**src/rtl/pipe_ctrl_pkg.sv**
```systemverilog
// Shared types and helpers for the pipeline hazard/stall controller.
package pipe_ctrl_pkg;

    typedef enum logic {
        IDLE = 1'b0,
        WAIT = 1'b1
    } mem_state_t;

    localparam logic [1:0] FWD_RF    = 2'b00;
    localparam logic [1:0] FWD_EXMEM = 2'b10;
    localparam logic [1:0] FWD_MEMWB = 2'b01;

    // Register x0 is hardwired to zero, so it never carries a dependency.
    function automatic logic dep_hit(input logic [4:0] src, input logic [4:0] rd, input logic wr);
        return wr && (rd != 5'd0) && (rd == src);
    endfunction

    function automatic logic [1:0] fwd_sel(input logic [4:0] src,
                                           input logic [4:0] rd_mem, input logic wr_mem,
                                           input logic [4:0] rd_wb,  input logic wr_wb);
        if (dep_hit(src, rd_mem, wr_mem)) return FWD_EXMEM;
        if (dep_hit(src, rd_wb, wr_wb))   return FWD_MEMWB;
        return FWD_RF;
    endfunction

endpackage

```
**src/rtl/pipe_ctrl_hazard_detect.sv**
```systemverilog
// Combinational load-use / RAW stall request and EX operand forwarding selects.
// PIPE_CTRL_FWD_EN enables forwarding; without it every RAW dependency stalls.
module hazard_detect
    import pipe_ctrl_pkg::*;
(
    input  logic [4:0] rs1_ID,
    input  logic [4:0] rs2_ID,
    input  logic       use_rs1_ID,
    input  logic       use_rs2_ID,
    input  logic [4:0] rs1_EX,
    input  logic [4:0] rs2_EX,
    input  logic [4:0] rd_EX,
    input  logic       regwrite_EX,
    input  logic       memread_EX,
    input  logic [4:0] rd_MEM,
    input  logic       regwrite_MEM,
    input  logic [4:0] rd_WB,
    input  logic       regwrite_WB,
    output logic       stall_req,
    output logic [1:0] fwd_a,
    output logic [1:0] fwd_b
);

    logic id_dep_ex;

    always_comb begin
        id_dep_ex = (use_rs1_ID && dep_hit(rs1_ID, rd_EX, regwrite_EX)) ||
                    (use_rs2_ID && dep_hit(rs2_ID, rd_EX, regwrite_EX));
`ifdef PIPE_CTRL_FWD_EN
        stall_req = memread_EX && id_dep_ex;
        fwd_a     = fwd_sel(rs1_EX, rd_MEM, regwrite_MEM, rd_WB, regwrite_WB);
        fwd_b     = fwd_sel(rs2_EX, rd_MEM, regwrite_MEM, rd_WB, regwrite_WB);
`else
        // WB is not checked: the register file writes through to ID reads.
        stall_req = id_dep_ex ||
                    (use_rs1_ID && dep_hit(rs1_ID, rd_MEM, regwrite_MEM)) ||
                    (use_rs2_ID && dep_hit(rs2_ID, rd_MEM, regwrite_MEM));
        fwd_a     = FWD_RF;
        fwd_b     = FWD_RF;
`endif
    end

`ifndef PIPE_CTRL_FWD_EN
    logic unused_fwd_inputs;
    assign unused_fwd_inputs = ^{rs1_EX, rs2_EX, rd_WB, regwrite_WB, memread_EX};
`endif

endmodule

```
**src/rtl/pipe_ctrl.sv**
```systemverilog
// Hazard/stall controller: data-memory wait FSM, stage enables/flushes, stall counter.
// Build with PIPE_CTRL_FWD_EN defined to enable operand forwarding.
module pipe_ctrl
    import pipe_ctrl_pkg::*;
#(
    parameter int unsigned MEM_TIMEOUT = 255,
    parameter int unsigned STALL_CNT_W = 16
) (
    input  logic                   clk,
    input  logic                   rst,
    input  logic [4:0]             rs1_ID,
    input  logic [4:0]             rs2_ID,
    input  logic                   use_rs1_ID,
    input  logic                   use_rs2_ID,
    input  logic [4:0]             rs1_EX,
    input  logic [4:0]             rs2_EX,
    input  logic [4:0]             rd_EX,
    input  logic                   regwrite_EX,
    input  logic                   memread_EX,
    input  logic [4:0]             rd_MEM,
    input  logic                   regwrite_MEM,
    input  logic                   memread_MEM,
    input  logic                   memwrite_MEM,
    input  logic [4:0]             rd_WB,
    input  logic                   regwrite_WB,
    input  logic                   branch_taken_EX,
    input  logic                   dmem_ready,
    output logic                   dmem_req,
    output logic                   pc_en,
    output logic                   ifid_en,
    output logic                   idex_en,
    output logic                   exmem_en,
    output logic                   ifid_flush,
    output logic                   idex_flush,
    output logic                   memwb_flush,
    output logic [1:0]             fwd_a,
    output logic [1:0]             fwd_b,
    output logic [STALL_CNT_W-1:0] stall_cycles,
    output logic                   mem_err
);

    localparam logic [7:0] TIMEOUT_CNT = 8'(MEM_TIMEOUT);

    mem_state_t state, state_nxt;
    logic [7:0] wait_cnt;
    logic       mem_op;
    logic       timeout;
    logic       mem_stall;
    logic       hz_stall;
    logic [1:0] hd_fwd_a, hd_fwd_b;

    hazard_detect u_hazard_detect (
        .rs1_ID       (rs1_ID),
        .rs2_ID       (rs2_ID),
        .use_rs1_ID   (use_rs1_ID),
        .use_rs2_ID   (use_rs2_ID),
        .rs1_EX       (rs1_EX),
        .rs2_EX       (rs2_EX),
        .rd_EX        (rd_EX),
        .regwrite_EX  (regwrite_EX),
        .memread_EX   (memread_EX),
        .rd_MEM       (rd_MEM),
        .regwrite_MEM (regwrite_MEM),
        .rd_WB        (rd_WB),
        .regwrite_WB  (regwrite_WB),
        .stall_req    (hz_stall),
        .fwd_a        (hd_fwd_a),
        .fwd_b        (hd_fwd_b)
    );

    always_ff @(posedge clk) begin
        if (rst) begin
            state        <= IDLE;
            wait_cnt     <= '0;
            stall_cycles <= '0;
            mem_err      <= 1'b0;
        end else begin
            state    <= state_nxt;
            wait_cnt <= (state == WAIT) ? wait_cnt + 8'd1 : '0;
            if (!pc_en && (stall_cycles != '1))
                stall_cycles <= stall_cycles + STALL_CNT_W'(1);
            if (timeout)
                mem_err <= 1'b1;
        end
    end

    // The first request cycle already stalls when ready is absent, so N late cycles cost N stalls.
    always_comb begin
        mem_op    = memread_MEM | memwrite_MEM;
        timeout   = (state == WAIT) && (wait_cnt == TIMEOUT_CNT) && !dmem_ready;
        mem_stall = !dmem_ready && !timeout && ((state == WAIT) || mem_op);
        state_nxt = state;
        case (state)
            IDLE:    if (mem_op && !dmem_ready) state_nxt = WAIT;
            WAIT:    if (dmem_ready || timeout) state_nxt = IDLE;
            default: state_nxt = IDLE;
        endcase
    end

    always_comb begin
        dmem_req    = 1'b0;
        pc_en       = 1'b1;
        ifid_en     = 1'b1;
        idex_en     = 1'b1;
        exmem_en    = 1'b1;
        ifid_flush  = 1'b0;
        idex_flush  = 1'b0;
        memwb_flush = 1'b0;
        fwd_a       = FWD_RF;
        fwd_b       = FWD_RF;
        if (!rst) begin
            dmem_req    = (state == WAIT) || mem_op;
            fwd_a       = hd_fwd_a;
            fwd_b       = hd_fwd_b;
            memwb_flush = timeout;
            if (mem_stall) begin
                pc_en       = 1'b0;
                ifid_en     = 1'b0;
                idex_en     = 1'b0;
                exmem_en    = 1'b0;
                memwb_flush = 1'b1;
            end else if (branch_taken_EX) begin
                ifid_flush = 1'b1;
                idex_flush = 1'b1;
            end else if (hz_stall) begin
                pc_en      = 1'b0;
                ifid_en    = 1'b0;
                idex_flush = 1'b1;
            end
        end
    end

endmodule

```
**config.mk**
```make
export PLATFORM = sky130hd
export DESIGN_NAME = pipe_ctrl
export DESIGN_NICKNAME = d
export VERILOG_FILES = /design/src/rtl/pipe_ctrl_pkg.sv /design/src/rtl/pipe_ctrl_hazard_detect.sv /design/src/rtl/pipe_ctrl.sv
export SDC_FILE = /design/constraint.sdc
export NUM_CORES = 1
export LEC_CHECK = 0
export CAP_MARGIN = 20
export CORE_MARGIN = 1.5
export CORE_UTILIZATION = 50
export CTS_CLUSTER_DIAMETER = 120
export DETAILED_ROUTE_END_ITERATION = 8
export DONT_BUFFER_PORTS = 1
export PLACE_DENSITY = 0.76
export SYNTH_ARGS = -nofsm -noshare
export SYNTH_HDL_FRONTEND = slang
export SYNTH_SLANG_ARGS = --single-unit
```
**constraint.sdc**
```tcl
create_clock -name clk -period 3.8 [get_ports clk]
set_input_delay 0 -clock clk [delete_from_list [all_inputs] [get_ports clk]]
set_output_delay 0 -clock clk [all_outputs]
set_load 0.01 [all_outputs]
```
* Word-level counts from Yosys, hierarchy flattened *
Index checks and enable logic that the tools add are counted.

storage, ports and cells
  register bits after elaboration = 26
  bits of input ports = 47
  output and inout bits = 29
  logic and storage cells = 60

operators by class
  $add $sub $neg = 2
  equal/unequal tests = 6
  multiplexer cells = 19
  bitwise logic cells = 2
  reductions and logical operators = 27

operator list
  operator                 number
  $eq A5 B5 Y1             4
  $mux W1                  18
  $add A16 B1 Y16 const B  1
  $logic_and A1 B1 Y1      16
  $ne A16 B16 Y1 const B   1
  $reduce_bool A5 Y1       2
  $add A8 B1 Y8 const B    1
  $eq A8 B8 Y1 const B     1
  $logic_or A1 B1 Y1       5
  $logic_not A1 Y1         3
  $pmux W1 S2              1
  $reduce_or A2 Y1         1
  $not A1 Y1               1
  $or A1 B1 Y1             1

* Logic depth before layout (Yosys ltp) *
  word-level depth = 13
  depth in mapped cells = 11
  mapped depth without buffers = 9

* By module *
A second synthesis with hierarchy kept.

unflattened totals
  cells, all modules = 194
  area, all modules = 1612.8 um^2

by module, submodules not included
  module         times used  cells an instance  area an instance (um^2)  sequential area each (um^2)
  pipe_ctrl      1           156                1317.5                   520.5
  hazard_detect  1           38                 295.3                    0.0

* Worst setup path before layout *
No wires, ideal clock.

  path type = register to register
  start = register wait_cnt[0]
  end = register stall_cycles[10]
  arrival = 2.035 ns
  data required time = 3.730 ns
  setup slack = 1.695 ns
  stages on the path, launching flop included = 11
  buffers on the path = 1
  cell sequence = dfxtp_1 > ha_1 > and3_1 > nand4_1 > and2_1 > inv_1 > o211ai_1 > o21ai_2 > buf_6 > or4_1 > a21oi_1

between the ends
  cells in the longest elaborated chain, start to end = 10

ends and longest elaborated chain
  what                              RTL line          RTL
  start: declaration                pipe_ctrl.sv:45   logic [7:0] wait_cnt;
  start signal: assignment          pipe_ctrl.sv:79   wait_cnt <= (state == WAIT) ? wait_cnt + 8'd1 : '0;
  $eq A8 B8 Y1                      pipe_ctrl.sv:90   timeout = (state == WAIT) && (wait_cnt == TIMEOUT_CNT) && !dmem_ready;
  $logic_and A1 B1 Y1 (2 in a row)  pipe_ctrl.sv:90
  $logic_not A1 Y1                  pipe_ctrl.sv:91   mem_stall = !dmem_ready && !timeout && ((state == WAIT) || mem_op);
  $logic_and A1 B1 Y1 (2 in a row)  pipe_ctrl.sv:91
  $mux W1                           pipe_ctrl.sv:116  if (mem_stall) begin
  $mux W1                           pipe_ctrl.sv:111  if (!rst) begin
  $logic_not A1 Y1                  pipe_ctrl.sv:80   if (!pc_en && (stall_cycles != '1))
  $logic_and A1 B1 Y1               pipe_ctrl.sv:80
  end signal: assignment            pipe_ctrl.sv:81   stall_cycles <= stall_cycles + STALL_CNT_W'(1);
  end: declaration                  pipe_ctrl.sv:38   output logic [STALL_CNT_W-1:0] stall_cycles,

Every way passes these cells.
A chain may end at the register's enable or synchronous reset.

* Final worst setup path *
  start = register stall_cycles[3]
  end = register stall_cycles[15]

between the ends
  cells in the longest elaborated chain, start to end = 2
  elaborated cells on any way between the ends = 3
  classes of those cells = 1 x add/sub; 1 x eq/ne; 1 x reduce/logical

ends and longest elaborated chain
  what
  parallel branches: the longest is 2 deep, another holds $add A16 B1 Y16

Parallel ways; which one is timed is not known.

==> flow_summary.toml <==
[final_layout]
fillers = 298
diodes = 0
fin_cells = 228
layout.nets = 234
syn_to_final_growth_pct = 0.07621
drive_gt1_share_pct = 9.239

[cts]
clock-sinks = 26
cts_max_level = 1
clk_pin_slew_ns = 0.15
numCtsBuffers = 3
post_cts_resized = 0
cts_buffer_depth = 2
worst_skew_pair.late_latency_ns = 0.32
root_buffer = "clkbuf_4"
cts_tree = "yes"

[synthesis]
synth-main-ff-cell = "dfxtp_1"
syn_area_per_cell_um2 = 8.745
synth_area_leader_cell = "dfxtp_1"
ys_types = 43
ys_ff_latch = 26
synth_top_area_share_pct = 31.66
postSynthCellCount = 188
synth_area_um2 = 1644
synth_most_common_cell = "dfxtp_1"
synth_edf_count = 0
synth_common_cells = "dfxtp_1, nor2_1, xor2_1"
ys_warn_count = 0
netlist_top_cells_area = "dfxtp_1, xor2_1, xnor2_1, or4_1, buf_4"
seq_area_frac_synth_pct = 31.66
ys_async_sr_fraction_pct = 0

[critical_path]
cp_top_family = "simple AND/OR/NAND/NOR gates"
cpMaxStageDelayCell = "nor2_2"
cpMostUsedCell = "and4_1"
critical_path_class = "reg -> reg"
worst-path-buf-inv = 0
required_ns = 4.02
arrival_ns = 2.94
crit_path_end_kind = "register"
start_kind = "register"
crit_path_max_fanout = 26
path_cells = "and4_1, and3_1, and4_1, nand3_1, nor2_2, nor3_2, mux2_4"
max_stage_delay_ns = 0.72

[floorplanning]
core_um2 = 3078
io_pins = 76
dieWidth_um = 60.34
die_h_um = 60.34
die_area_um2 = 3641
start_util_pct = 53.41
rows = 20

[global_routing]
grt_pass1_vias = 1440
grt_pass1_wl_mm = 5.913
overflow = 0
grt_max_degree = 32
antenna_found_initial = 0
grt.total_usage_pct = 21.02

[place]
dp_slack_ns = 1.122
gp_congestion = 0.7918
place_inst = 222
portBuffers = 0
hpwlAfterDp_mm = 2.802

[sta]
finClkSkew_ns = 0.01416
hold-worst-slack_ns = 0.04966
drv_slew = 0
slew_headroom_pct = 41.18
fmax_ghz = 0.3675
setup_viol = 0
setup_tns_ns = 0
worst_pin_slew_ns = 0.8814
fin_crit_sh_pct = 71.60
rsz0062_at_grt = "no"
layout_min_cycle_time_ns = 2.721
finalHoldViolations = 0
layout_setup_ws_ns = 1.079

[detailed_routing]
remaining_drc_errors = 0
wl_mm = 3.654
route.vias.total = 1409
ant_nets = 0
wl_per_cell_um = 16.03
avgViaCountPerCell = 6.180
firstDrtPassIters = 4
drtIter0Drc = 79

[worst_hold_path]
hp-class = "in -> out"

[outcome]
outcome = "finished clean"

[power_and_ir_drop]
irDropWorstVdd_v = 0.0001212
power_density_nw_per_um2 = 282.7
leakage_nw = 0.5283

[run]
drv_cap = 0
final timing paths:
check / endpoint / cells past startpoint / startpoint / slack, ns
hold / removal: dmem_req / 1 / rst / 0.05
hold reg to reg: wait_cnt[0] / 1 / wait_cnt[0] / 0.48
setup reg to reg: stall_cycles[15] / 7 / stall_cycles[3] / 1.08
setup / recovery: stall_cycles[15] / 7 / stall_cycles[3] / 1.08
flip-flops by register name (all words and copies together), names as in the netlist:
signal	flops
mem_err	1
wait_cnt	8
stall_cycles	16
state	1
layout make-up:
| type | instances | area (um^2) | share of cell area, % |
|---|---|---|---|
| Timing Repair Buffer | 3 | 27.53 | 1.673 |
| Inverter | 4 | 15.01 | 0.9125 |
| Sequential cell | 26 | 520.5 | 31.63 |
| Clock buffer | 4 | 36.28 | 2.205 |
| Multi-Input combinational cell | 147 | 991.0 | 60.23 |
| Tap cell | 44 | 55.05 | 3.346 |
per-stage QoR:
| stage | util [%] | cell area, um^2 | total power [W] |
|---|---|---|---|
| 2_1_floorplan | - | 1655 | 0.0003333 |
| 3_3_place_gp | 51.63 | 1589 | 0.0003251 |
| 6_report | 53.46 | 1645 | 0.0004652 |
| 3_5_place_dp | 51.63 | 1589 | 0.0003284 |
| 5_1_grt | 53.46 | 1645 | 0.0004839 |
| 4_1_cts | 53.46 | 1645 | 0.0004663 |
power by group:
group | internal [W] | switching (W)
combinational | 0.0000210 | 0.0000283
sequential | 0.000274 | 0.00000242
clock | 0.0000586 | 0.0000804
logic make-up (layout without fill, tap and decap cells):
family	count (synthesis)	count (layout)	synth area share, %
AOI/OAI and AO/OA	36	36	15.22
xor gates and xnor gates	25	25	13.32
adders and majority gates	2	2	1.522
buffers and inverters	18	11	8.751
DFF	26	26	31.66
muxes	3	3	2.435
other	1	4	0.2281
and+or+nand+nor	77	77	26.87
placed cells by master, fill, tap and decap left out, types with 2 or more instances in the layout:
cell type      synthesis  routed
dfxtp_1               26      26
nor2_1                15      15
xor2_1                14      14
xnor2_1               11      11
or4_1                 10      10
nand3_1               10      10
nand2_1               10      10
a21oi_1                9       9
nand4_1                7       7
o31ai_1                6       6
and3_1                 5       5
inv_1                  4       4
conb_1                 1       4
o21ai_1                3       3
nor4_1                 3       3
o21ai_2                3       3
and2_1                 3       3
clkbuf_4               0       3
o21a_1                 2       2
nor3_1                 2       2
nor3_2                 2       2
o211ai_1               2       2
o21ai_0                2       2
nor2b_1                2       2
and4_1                 2       2
mux2_4                 2       2
o311ai_0               2       2
o311ai_1               2       2
o41ai_1                2       2
ha_1                   2       2
dlygate4sd3_1          0       2
per-layer routing:
metal	part of all wire, %	GRT usage (%)	wire, um
met5	0	0	0
met2	58	42.55	2106
met1	37	21.77	1338
met4	0.66	5.714	24
met3	5.0	3.625	184
timing repair:
action | 4_1_cts | 5_1_grt
endpoints found under the hold margin | 16 | 0
hold buffers | 2 | 0
endpoints found under the setup margin | 0 | 0
setup buffers | 0 | 0
(Power assumes the default switching activity.)
